**src/rtl/if_controller_pkg.sv**
```systemverilog
// Shared controller types: the input-feature FSM states and the array drain-length helpers.
// The weight-controller types live alongside these.
package if_controller_pkg;

  typedef enum logic [1:0] {
    IDLE   = 2'd0,
    STREAM = 2'd1,
    DRAIN  = 2'd2,
    DONE   = 2'd3
  } if_state_t;

  localparam int DEF_ARRAY_DIM = 8;
  localparam int DEF_CNT_W     = 16;
  localparam int DRAIN_CYCLES  = 2 * DEF_ARRAY_DIM - 1;

  // Cycles needed to push the last real vector through the skewed array.
  function automatic int drain_cycles(input int dim);
    return 2 * dim - 1;
  endfunction

endpackage

```
**src/rtl/if_addr_gen.sv**
```systemverilog
// IF buffer address generator: latches the tile base and vector count, advances on
// every read and flags the read that carries the tile's final vector.
module if_addr_gen
  import if_controller_pkg::*;
#(
  parameter int CNT_W = DEF_CNT_W
) (
  input  logic             clk,
  input  logic             rst,
  input  logic             load,
  input  logic [CNT_W-1:0] base_addr,
  input  logic [CNT_W-1:0] num_vectors,
  input  logic             advance,
  output logic [CNT_W-1:0] if_addr,
  output logic             last
);

  logic [CNT_W-1:0] addr_r;
  logic [CNT_W-1:0] idx_r;
  logic [CNT_W-1:0] n_q_r;

  // Base/count latch on tile launch, address and index advance on each read.
  always_ff @(posedge clk or negedge rst) begin
    if (!rst) begin
      addr_r <= '0;
      idx_r  <= '0;
      n_q_r  <= '0;
    end else if (load) begin
      addr_r <= base_addr;
      idx_r  <= '0;
      n_q_r  <= num_vectors;
    end else if (advance) begin
      addr_r <= addr_r + CNT_W'(1);
      idx_r  <= idx_r + CNT_W'(1);
    end else begin
      addr_r <= addr_r;
      idx_r  <= idx_r;
      n_q_r  <= n_q_r;
    end
  end

  assign if_addr = addr_r;
  // Only consulted during streaming, where the latched count is never zero.
  assign last    = (idx_r == (n_q_r - CNT_W'(1)));

endmodule

```
**src/rtl/if_controller.sv**
```systemverilog
// Input-feature controller: streams a tile of IF vectors into the systolic array,
// flushes the skew pipeline with zero bubbles, then hands control back via if_ready.
module if_controller
  import if_controller_pkg::*;
#(
  parameter int ARRAY_DIM = DEF_ARRAY_DIM,
  parameter int CNT_W     = DEF_CNT_W
) (
  input  logic             clk,
  input  logic             rst,
  input  logic             start_if,
  input  logic [CNT_W-1:0] num_vectors,
  input  logic [CNT_W-1:0] base_addr,
  input  logic             if_valid,
  output logic             if_rd_en,
  output logic [CNT_W-1:0] if_addr,
  output logic             feed_en,
  output logic             zero_in,
  output logic             if_ready,
  output logic             done
);

  localparam int DRAIN_W = $clog2(2 * ARRAY_DIM);
  localparam logic [DRAIN_W-1:0] DRAIN_LOAD = DRAIN_W'(drain_cycles(ARRAY_DIM) - 1);

  if_state_t          state_r;
  if_state_t          next_state_s;
  logic [DRAIN_W-1:0] drain_cnt_r;
  logic               rd_en_s;
  logic               rd_en_q_r;
  logic               load_s;
  logic               drain_load_s;
  logic               last_s;
  logic               done_r;

  if_addr_gen #(
    .CNT_W(CNT_W)
  ) u_addr_gen (
    .clk        (clk),
    .rst        (rst),
    .load       (load_s),
    .base_addr  (base_addr),
    .num_vectors(num_vectors),
    .advance    (rd_en_s),
    .if_addr    (if_addr),
    .last       (last_s)
  );

  // Next-state and read-strobe decode; start_if only matters in IDLE.
  always_comb begin
    next_state_s = state_r;
    rd_en_s      = 1'b0;
    load_s       = 1'b0;
    drain_load_s = 1'b0;
    case (state_r)
      IDLE: begin
        if (start_if) begin
          load_s       = 1'b1;
          next_state_s = (num_vectors != '0) ? STREAM : DONE;
        end else begin
          next_state_s = IDLE;
        end
      end
      STREAM: begin
        rd_en_s = if_valid;
        if (if_valid && last_s) begin
          next_state_s = DRAIN;
          drain_load_s = 1'b1;
        end else begin
          next_state_s = STREAM;
        end
      end
      DRAIN: begin
        if (drain_cnt_r == '0) begin
          next_state_s = DONE;
        end else begin
          next_state_s = DRAIN;
        end
      end
      DONE:    next_state_s = IDLE;
      default: next_state_s = IDLE;
    endcase
  end

  // State, drain counter, read-data-present flag and done pulse.
  always_ff @(posedge clk or negedge rst) begin
    if (!rst) begin
      state_r     <= IDLE;
      drain_cnt_r <= '0;
      rd_en_q_r   <= 1'b0;
      done_r      <= 1'b0;
    end else begin
      state_r   <= next_state_s;
      rd_en_q_r <= rd_en_s;
      done_r    <= (next_state_s == DONE);
      if (drain_load_s) begin
        drain_cnt_r <= DRAIN_LOAD;
      end else if ((state_r == DRAIN) && (drain_cnt_r != '0)) begin
        drain_cnt_r <= drain_cnt_r - DRAIN_W'(1);
      end else begin
        drain_cnt_r <= drain_cnt_r;
      end
    end
  end

  assign if_rd_en = rd_en_s;
  assign feed_en  = rd_en_q_r | (state_r == DRAIN);
  assign zero_in  = feed_en & ~rd_en_q_r;
  assign if_ready = (state_r == IDLE);
  assign done     = done_r;

endmodule

```
**config.mk**
```make
export PLATFORM = sky130hd
export DESIGN_NAME = if_controller
export DESIGN_NICKNAME = d
export VERILOG_FILES = /design/src/rtl/if_controller_pkg.sv /design/src/rtl/if_addr_gen.sv /design/src/rtl/if_controller.sv
export SDC_FILE = /design/constraint.sdc
export NUM_CORES = 1
export LEC_CHECK = 0
export CAP_MARGIN = 20
export CORE_UTILIZATION = 55
export DETAILED_ROUTE_END_ITERATION = 10
export PLACE_DENSITY = 0.83
export SLEW_MARGIN = 20
export SYNTH_ARGS = -nofsm -noshare
export SYNTH_HDL_FRONTEND = slang
export SYNTH_SLANG_ARGS = --single-unit
export TNS_END_PERCENT = 100
```
**constraint.sdc**
```tcl
create_clock -name clk -period 5.9 [get_ports clk]
set_clock_uncertainty 0.05 [all_clocks]
set_input_delay 1.18 -clock clk [delete_from_list [all_inputs] [get_ports clk]]
set_output_delay 1.18 -clock clk [all_outputs]
set_load 0.02 [all_outputs]
```
## After elaboration in Yosys (flattened, before gate mapping)

Cells that the tools add are included.

- Flip-flop bits (word level): 56
- Input bits: 36
- Word-level logic and storage cells: 43

- Eq/ne operators: 5
- Bitwise operators: 3
- Mux-type cells: 16
- Reductions and logical operators: 8
- Add/subtract/negate cells: 4

Operators by type and width:

| operator | number |
|---|---|
| two-way mux 16 bit | 4 |
| adder 16 x 1 -> 16 bit, second input constant | 2 |
| == test 16 bit | 1 |
| nonzero test 16 bit | 1 |
| subtractor 16 x 1 -> 16 bit, second input constant | 1 |
| two-way mux 4 bit | 2 |
| case mux 2 bit (4 select lines) | 1 |
| == test 2 bit, second input constant | 3 |
| two-way mux 1 bit | 6 |
| two-way mux 2 bit | 3 |
| zero test 4 bit | 1 |
| nonzero test 2 bit | 2 |
| nonzero test 4 bit | 1 |
| subtractor 4 x 1 -> 4 bit, second input constant | 1 |
| == test 2 x 1 -> 1 bit, second input constant | 1 |
| logical AND 1 bit | 2 |
| zero test 2 bit | 1 |
| bitwise AND 1 bit | 1 |
| inverter 1 bit | 1 |
| OR 1 bit | 1 |

## Logic depth before layout (Yosys ltp)

- Word-level depth: 6
- Mapped depth: 10

## By module

A second synthesis with hierarchy kept.

- Cells, all modules: 332
- Area total of the unflattened synthesis: 3,200.6 µm²

Modules (own cells, without submodules):

| module | sequential area each (µm²) | cells each | instances | area each (µm²) |
|---|---|---|---|---|
| if_addr_gen | 1,201.2 | 286 | 1 | 2,747.6 |
| if_controller | 200.2 | 46 | 1 | 452.9 |

## Worst setup path after synthesis

OpenSTA, ideal clock, no wires.

- Path type: input to output
- From: in if_valid
- To: out if_rd_en
- Stages: 3
- Data arrival time: 1.732 ns
- Required time: 4.670 ns
- Path slack: 2.938 ns
- Cells stage by stage: nand2_1 > inv_1 > clkbuf_1

- Word-level cells in the longest chain between the ends: 1

Ends and longest elaborated chain:

| element | line | source |
|---|---|---|
| from (decl) | if_controller.sv:14 | `input logic if_valid,` |
| two-way mux 1 bit | if_controller.sv:55 | `case (state_r)` |
| to (decl) | if_controller.sv:15 | `output logic if_rd_en,` |

Every way passes these cells.

## Final worst setup path

Same ends and word-level chain as after synthesis.

==> metrics.md <==
| Metric | Value |
|---|---|
| Rows | `27` |
| Setup Fix Bufs, Post-CTS | `0` |
| Critical Path RT | `4.67 ns` |
| Vias in the first global route | `2,855` |
| Chip height | `approximately 80 um` |
| Drt first-iter violations | `approximately 170` |
| P_int | `0.785 mW` |
| Clock Sink Count | `56` |
| Worst R2R Start | `state_r[0]$_DFF_PN0_` |
| Placed cells | `496` |
| Worst slew margin | `a little under 40%` |
| Reg2Reg Setup Slack | `3.09 ns` |
| DR vias | `roughly 3,000` |
| Simple-gate area share of the yosys netlist | `27.1%` |
| Number of buffers added on ports | `56` |
| Post-synthesis mux area share | `0.304%` |
| Global Route Usage Sum | `26.1%` |
| Crit Path Max Fanout | `21` |
| Longest Clk Path Bufs | `2` |
| Distinct cells, synth | `a little under 50` |
| PD cells | `324 mW/mm^2` |
| Seq/Total Area, Yosys | `42.6%` |
| Post_cts resized | `0` |
| Switch Pwr | `0.505 mW` |
| Peak supply drop | `184 uV` |
| Worst reg2reg path depth | `6` |
| Combinational power share | `34.9%` |
| Xor/xnor share of the synthesized area | `9.73%` |
| Hpwl dp | `5.55 mm` |
| Final slew viol count | `0` |
| Async SR Flop Fraction | `100%` |
| GPL Wtd Cong | `0.878` |
| Min Tclk post-route | `4.46 ns` |
| Final Hold Vio Count | `0` |
| Clk network pwr share | `roughly 18%` |
| DR pass1 iterations | `5` |
| Kind of critical path | `input pin to output pin` |
| Fmax | `224 MHz` |
| Final period util | `between 70% and 80%` |
| Clock latency on the worst-skew pair | `0.31 ns` |
| Post-synthesis instance total | `387` |
| Post-DR wirelength/cell | `15.8 um` |
| Post-synthesis compound-gate area fraction | `between 15 and 20%` |
| Total power | `roughly 1.3 mW` |
| IO Count | `57` |
| Worst r2r dst | `u_addr_gen.if_addr[12]$_DFFE_PN0P_` |
| Fin cells | `504` |
| CP startpoint | `if_valid` |
| Measured slew at the worst slew-check pin | `0.904 ns` |
| EDFF count, synth | `0` |
| Via/cell ratio | `6.00` |
| Syn Nets | `427` |
| CTS Hold Buffers Added | `0` |
| Critical path destination | `if_rd_en` |
| RSZ-0062 raised after global routing | `false` |
| Mapped Area | `0.00329 sq mm` |
| Initial antenna violation count | `0` |
| Worst hold path class | `flip-flop to flip-flop` |
| Detail Route Antenna Nets | `0` |
| Share of cells above drive strength 1 | `3.47%` |
| Run status | `complete, no violations` |
| CTS buffer count | `5` |
| Post-Synth Adder-Cell Area | `1.52%` |
| Clk slew on worst S/H paths | `approximately 0.1 ns` |
| Final setup viols | `0` |
| Lkg Pwr | `1.68 nW` |
| Largest net degree at the start of global routing | `57` |
| Root Driver | `clkbuf_8` |
| Commonest cells after routing, fill and taps aside | `81 x nand2_1, 56 x dfrtp_1, 55 x clkdlybuf4s50_1, 34 x nor2_1, 22 x o21ai_0` |
| Setup_tns | `0 ns` |
| GRT overflow | `0` |
| Synth Warn # | `0` |
| H-Tree Depth | `2` |
| Main synth FF type | `dfrtp_1` |
| DRC viols | `0` |
| Largest family of logic cells by synthesized area | `simple AND/OR/NAND/NOR gates` |
| CTS tree | `built` |
| Avg Inst Size Synth | `8.50 sq um` |
| DP Worst Slack | `1.49 ns` |
| Core Region | `between 0.005 and 0.006 sq mm` |
| Post-route setup slack | `1.44 ns` |
| Final core utilization | `70.5%` |
| Most common cell after layout, fill and taps aside | `nand2_1` |
| Die Wd | `79.4 um` |
| Detailed Route WL | `7.95 mm` |
| Area grow syn2layout | `20.9%` |
| DIE AREA | `approximately 0.0063 sq mm` |
| Switching share of power | `39.2%` |
| MaxCap Viol Count | `0` |
| First-pass GRT wire length | `around 13 mm` |
| Arrival @ worst endpoint | `3.23 ns` |
| Starting Density | `58.3%` |
| Antenna Cells | `0` |
| Nets | `471` |
| FF+latch count, synth | `56` |
| Sequential Power Share | `47.1%` |
| CP startpoint kind | `input pin` |
| Crit end category | `output pin` |
## synth_stat cells, drive strengths merged, types with 2 or more instances
library cell | n | area share (%)
a21oi | 10 | 1.5
a221o | 4 | 1.2
a22oi | 3 | 0.68
a31oi | 5 | 0.95
a41oi | 3 | 0.80
and2 | 3 | 0.57
and3 | 11 | 2.1
and4 | 3 | 0.80
buf | 2 | 0.23
clkbuf | 20 | 2.3
dfrtp | 56 | 43
ha | 4 | 1.5
inv | 9 | 1.0
nand2 | 81 | 9.2
nand2b | 4 | 0.76
nand3 | 10 | 1.5
nand3b | 2 | 0.46
nand4 | 8 | 1.7
nand4b | 2 | 0.53
nor2 | 34 | 3.9
nor3 | 9 | 1.4
nor3b | 3 | 0.68
nor4 | 8 | 1.5
nor4b | 2 | 0.53
o211ai | 7 | 1.6
o21a | 2 | 0.46
o21ai | 22 | 3.3
o21bai | 2 | 0.46
o311ai | 7 | 1.9
or4 | 2 | 0.57
xnor2 | 16 | 4.3
xor2 | 18 | 4.8
## power groups by stage
stage / clock network (mW) / logic (mW) / registers (mW)
finish: 0.232 / 0.450 / 0.607
global route: 0.250 / 0.493 / 0.623
CTS: 0.235 / 0.451 / 0.603
detailed placement: 0 / 0.449 / 0.608
global placement: 0 / 0.432 / 0.605
floorplan: 0 / 0.282 / 0.598
## state kept, by name (all words and copies together) (netlist names)
register / cells
u_addr_gen.idx_r: 16
u_addr_gen.if_addr: 16
u_addr_gen.n_q_r: 16
drain_cnt_r: 4
state_r: 2
done: 1
rd_en_q_r: 1
## metal layers
metal	global-route usage [%]	part of all wire, %
met5	0	0
met4	6.91	1.3
met3	4.14	4.8
met2	45.4	49
met1	33.7	45
## logic make-up after synthesis
logic type,count (synthesis)
multiplexers,1
AO/OA/AOI/OAI,74
buffers and inverters,31
AND/OR/NAND/NOR,186
flip-flops,56
adder cells (fa/ha/maj),4
XOR/XNOR,35
## critical path, stage by stage
cell and delay [ns]:
clkdlybuf4s50_1 0.46, nand2_1 0.37, inv_1 0.51, clkdlybuf4s50_1 0.70
## through the flow
step / instance area, sq um / hold slack (ns)
3_3_place_gp: 3880 / 0.433
6_report: 3980 / 0.479
5_1_grt: 3980 / 0.509
3_5_place_dp: 3880 / 0.446
2_1_floorplan: 3290 / 0.415
4_1_cts: 3980 / 0.471
## worst min-delay path by stage
stage | slack [ns] | to | cells past startpoint | startpoint
finish | 0.48 | u_addr_gen.n_q_r[15]$_DFFE_PN0P_ | 2 | u_addr_gen.n_q_r[15]$_DFFE_PN0P_
global route | 0.51 | u_addr_gen.n_q_r[15]$_DFFE_PN0P_ | 2 | u_addr_gen.n_q_r[15]$_DFFE_PN0P_
CTS | 0.47 | u_addr_gen.n_q_r[15]$_DFFE_PN0P_ | 2 | u_addr_gen.n_q_r[15]$_DFFE_PN0P_
detailed placement | 0.45 | u_addr_gen.n_q_r[15]$_DFFE_PN0P_ | 2 | u_addr_gen.n_q_r[15]$_DFFE_PN0P_
global placement | 0.43 | u_addr_gen.n_q_r[15]$_DFFE_PN0P_ | 2 | u_addr_gen.n_q_r[15]$_DFFE_PN0P_
floorplan | 0.42 | u_addr_gen.n_q_r[15]$_DFFE_PN0P_ | 2 | u_addr_gen.n_q_r[15]$_DFFE_PN0P_
## cell type report
type | count | area, sq um
clock buffers | 6 | 82.6
clock inverters | 2 | 18.8
fillers | 463 | 1660
inverters | 9 | 33.8
multi-input cells | 300 | 1770
flip-flops and latches | 56 | 1400
well taps | 72 | 90.1
repair buffers | 59 | 578
Power figures use the tool's default switching activity.
==> RTL edit 1: new RTL, same flow settings <==
The 4 states of `if_state_t` get a one-hot encoding in 4 bits.
--- a/src/rtl/if_controller_pkg.sv
+++ b/src/rtl/if_controller_pkg.sv
@@ -3,9 +3,9 @@
 package if_controller_pkg;
 
-  typedef enum logic [1:0] {
-    IDLE   = 2'd0,
-    STREAM = 2'd1,
-    DRAIN  = 2'd2,
-    DONE   = 2'd3
+  typedef enum logic [3:0] {
+    IDLE   = 4'b0001,
+    STREAM = 4'b0010,
+    DRAIN  = 4'b0100,
+    DONE   = 4'b1000
   } if_state_t;
 
Check against the original RTL: same outputs for any inputs over 10 cycles, from zero or initial values and one cycle with rst low; not proved beyond that.
==> RTL edit 1 against the original RTL <==
- design area increased by 2.4%
- total power up 37%
- sequential cell count grew 2
- worst setup slack improved by 0.33 ns
- synthesized area decreased by 0.72%
- highest routed layer unchanged
- routed wire length fell by 1.7%
- first-iteration DRC count increased by 16%
- register-to-register slack gained 0.09 ns
==> RTL edit 1: results (changes against the original RTL) <==
post-CTS setup buffer count -> 0 (unchanged)
first-pass GRT wire length -> 13400 um (+3.3%)
Setup WS pre-CTS -> 1.79 ns (+0.299 ns)
most common library cells after synthesis -> nand2_1 (77), dfrtp_1 (57), nor2_1 (25), o21ai_0 (25), xor2_1 (25)
GPL Wtd Cong -> 0.801 (-8.8%)
Worst-path clk slew -> 0.06 ns (-0.04 ns)
ys flop type -> dfrtp_1
Crit path max-delay family -> buffers and inverters
Worst-Skew Late Latency -> 0.34 ns (+0.03 ns)
Vias -> 2903 (-4.0%)
hold_ws -> 0.478 ns (-0.00147 ns)
Slew HR -> 0.515 (+0.120)
Starting DRT DRC Count -> 191 (+16%)
worst hold path class -> reg -> reg
WHS Endpoint -> drain_cnt_r[1]
max incr delay on CP -> 0.70 ns (about the same)
worst r2r src -> state_r[3]
Synth area leaders -> dfrtp_1 (44%), nand2_1 (8.8%), xor2_1 (6.7%)
Net Count, Synth -> 408 (-4.4%)
HPWL after DPL -> 5390 um (-2.8%)
FFs w/ async S/R, synth -> 1.00 (unchanged)
Worst EP arrival -> 2.90 ns (-0.33 ns)
routed len/inst -> 15.8 um (about the same)
number of I/O port buffers -> 56 (unchanged)
Seq/Total Area, Yosys -> 0.445 (+0.0188)
status -> finished clean
Worst Min Path Start -> drain_cnt_r[1]
fmax -> 242 MHz (+8.0%)
Worst Path Max Fanout -> 12 (-43%)
share of layout cells above drive strength 1 -> 0.0731 (+0.0384)
antenna violations before repair -> 0 (unchanged)
vias in the first global route -> 3000 (+5.1%)
VDD IR max -> 0.325 mV (+77%)
CTS H-tree lvls -> 3 (+1)
gr usage total -> 0.279 (+0.0177)
Final #Nets -> 460 (-2.3%)
CTS Buf Count -> 9 (+4)
drt first pass iters -> 6 (+1)
Leak Pwr -> 1.69 nW (+0.34%)
Reg2Reg Setup Slack -> 3.18 ns (+0.09 ns)
Unique masters post-synth -> 49 (unchanged)
largest net degree at the start of global routing -> 70 (+23%)
==> RTL edit 1: per-stage QoR <==
stage,std cells,area [um^2]
floorplan,367,3270
global placement,480,3850
detailed placement,480,3850
CTS,496,4070
global route,496,4070
finish,496,4070
==> RTL edit 1: area by class of cell <==
cell class                      instances  area [um^2]
Fill cell                             423         1540
Clock buffer                           15          186
Inverter                                8         30.0
Tap cell                               72         90.1
Clock inverter                          1         30.0
Timing Repair Buffer                   57          563
Sequential cell                        58         1450
Multi-Input combinational cell        285         1720
==> RTL edit 1: cell families after synthesis <==
kind of cell | count (synthesis) | synth area share
xor+xnor | 44 | 0.118
buf+inv | 24 | 0.0299
flops | 58 | 0.445
fa+ha+maj | 5 | 0.0191
mux | 2 | 0.00613
compound gates | 55 | 0.106
simple gates | 179 | 0.276
==> RTL edit 1: worst min-delay path: stages, from the launching register on <==
cell     delay (ns)
dfrtp_1        0.37
a21oi_1        0.07
nand2_1        0.06
==> RTL edit 1: worst max path at each step <==
| stage | start | endpoint | cells after the start |
|---|---|---|---|
| after global routing | if_valid | if_rd_en | 3 |
| final | if_valid | if_rd_en | 3 |
| after global placement | if_valid | if_rd_en | 3 |
| after detailed placement | if_valid | if_rd_en | 3 |
| after CTS | if_valid | if_rd_en | 3 |
| after floorplan | if_valid | if_rd_en | 2 |
==> RTL edit 1: per-layer routing <==
layer	vias to the layer above	part of all wire	global-route usage
met3	17	0.068	0.0920
met1	1392	0.44	0.336
met2	108	0.47	0.454
met4	0	0.021	0.122
met5	-	0	0
li1	1386	-	-
==> RTL edit 1: power by group <==
part           leakage [nW]  internal [mW]  total (mW)  switching, mW
Clock                 0.110          0.242       0.399          0.158
Combinational         0.844          0.316       0.693          0.377
Sequential            0.736          0.518       0.678          0.160
==> RTL edit 2: new RTL, config.mk and constraints unchanged <==
Made on the original files. `DEF_ARRAY_DIM`: 8 -> 16.
--- a/src/rtl/if_controller_pkg.sv
+++ b/src/rtl/if_controller_pkg.sv
@@ -10,5 +10,5 @@
   } if_state_t;
 
-  localparam int DEF_ARRAY_DIM = 8;
+  localparam int DEF_ARRAY_DIM = 16;
   localparam int DEF_CNT_W     = 16;
   localparam int DRAIN_CYCLES  = 2 * DEF_ARRAY_DIM - 1;
Check against the original RTL: no difference found for any inputs over 10 cycles, from zero or initial values and one cycle with rst low; that may be too few to reach the edited logic, so the function may still have changed.
==> RTL edit 2 against the original RTL <==
- register-to-register slack worse by 0.36 ns
- synthesized cell count is 0.78% lower
- sequential cell count is 1 higher
- count of clock-buffer cells in the layout is 3 higher
- die area is 0.42% lower
- worst setup slack better by 0.27 ns
- final cell count is 1.2% higher
- worst hold slack worse by 0.0029 ns
- synthesized area is 0.42% lower
- sequential share of layout area is 0.20 points lower
- routed wire length is 3.8% higher
- design area is 2.4% higher
- total power is 32% higher
- critical endpoint unchanged
- largest power group unchanged
==> RTL edit 2: results (changes against the original RTL) <==
status -> finished clean
Final #Nets -> 474 (+0.64%)
hold_ws -> 0.477 ns (-0.00286 ns)
Seq/Total Area, Yosys -> 0.435 (+0.00943)
WHS Path Cells -> 1 (-1)
Worst EP arrival -> 2.96 ns (-0.27 ns)
Vias -> 3024 (+0.033%)
Synth area leaders -> dfrtp_1 (44%), nand2_1 (9.7%), xor2_1 (6.1%)
drt first pass iters -> 5 (unchanged)
RR Endpoint -> drain_cnt_r[0]
GPL Wtd Cong -> 0.944 (+7.6%)
Worst Path Max Fanout -> 23 (+9.5%)
vias per inst -> 5.93 (-1.1%)
met2 Use GR -> 0.442 (-0.0121)
first-pass GRT wire length -> 13500 um (+4.4%)
number of I/O port buffers -> 56 (unchanged)
Worst-path clk slew -> 0.06 ns (-0.04 ns)
Total Wirelength -> 8250 um (+3.8%)
Metal-1 WL -> 3680 um (+2.5%)
worst r2r src -> u_addr_gen.n_q_r[0]
gr usage total -> 0.285 (+0.0237)
Sw Share -> 0.396 (+0.00410)
diode count -> 0 (unchanged)
VDD IR max -> 0.300 mV (+63%)
Unique masters post-synth -> 50 (+2.0%)
Seq pwr share -> 0.396 (-0.075)
met3 GRT Util -> 0.0690 (+0.0276)
Setup WS pre-CTS -> 1.72 ns (+0.229 ns)
met3 wire length -> 463 um (+22%)
HPWL after DPL -> 5750 um (+3.6%)
final setup vio count -> 0 (unchanged)
max incr delay on CP -> 0.68 ns (-0.02 ns)
Starting DRT DRC Count -> 238 (+44%)
Comb power -> 0.631 mW (+40%)
post-CTS setup buffer count -> 0 (unchanged)
dpl cell area -> 3860 um^2 (-0.32%)
met2 WL -> 3920 um (+1.0%)
Worst-Skew Late Latency -> 0.35 ns (+0.04 ns)
Reg2Reg Setup Slack -> 2.73 ns (-0.36 ns)
Worst Min Path Start -> drain_cnt_r[4]
Leak Pwr -> 1.75 nW (+3.8%)
Slew HR -> 0.522 (+0.127)
Placed Cells incl. Taps -> 495 (-0.20%)
share of layout cells above drive strength 1 -> 0.0571 (+0.0224)
CTS Buf Count -> 9 (+4)
Net Count, Synth -> 424 (-0.70%)
# fillers -> 451 (-2.6%)
Mean Syn Cell Area -> 8.53 um^2 (+0.36%)
GRT met1 Usage -> 0.378 (+0.0411)
period utilization -> 0.710 (-0.0459)
WHS Endpoint -> done
cell count of the worst reg-to-reg path -> 8 (+2)
most common library cells after synthesis -> nand2_1 (85), dfrtp_1 (57), nor2_1 (32)
CTS H-tree lvls -> 3 (+1)
Pwr Density -> 417 nW/um^2 (+29%)
largest net degree at the start of global routing -> 58 (+1.8%)
vias in the first global route -> 2896 (+1.4%)
[RTL edit 2: changes by cell type after synthesis, sizes merged, moves of 5 or more]
cell	before	now
a21oi	10	5
and3	11	3
buf	2	9
clkbuf	20	11
nand3	10	15
o211ai	7	1
xor2	18	23
[RTL edit 2: kinds of logic (layout without fill, tap and decap cells)]
| logic type | count (synthesis) | in the layout | share of synthesized area |
|---|---|---|---|
| adders and majority gates | 4 | 4 | 0.0153 |
| buffers and inverters | 29 | 83 | 0.0351 |
| AOI/OAI and AO/OA | 60 | 60 | 0.123 |
| and+or+nand+nor | 196 | 196 | 0.290 |
| xor gates and xnor gates | 38 | 38 | 0.102 |
| DFF | 57 | 57 | 0.435 |
[RTL edit 2: layout make-up]
cell class                 instances  area (um^2)  area share
inverter                           9         33.8     0.00830
clock inverter                     6         83.8      0.0206
tap                               72         90.1      0.0221
timing repair buffer              59          578       0.142
clock buffer                       9          124      0.0304
multi-input combinational        298         1740       0.426
sequential                        57         1430       0.350
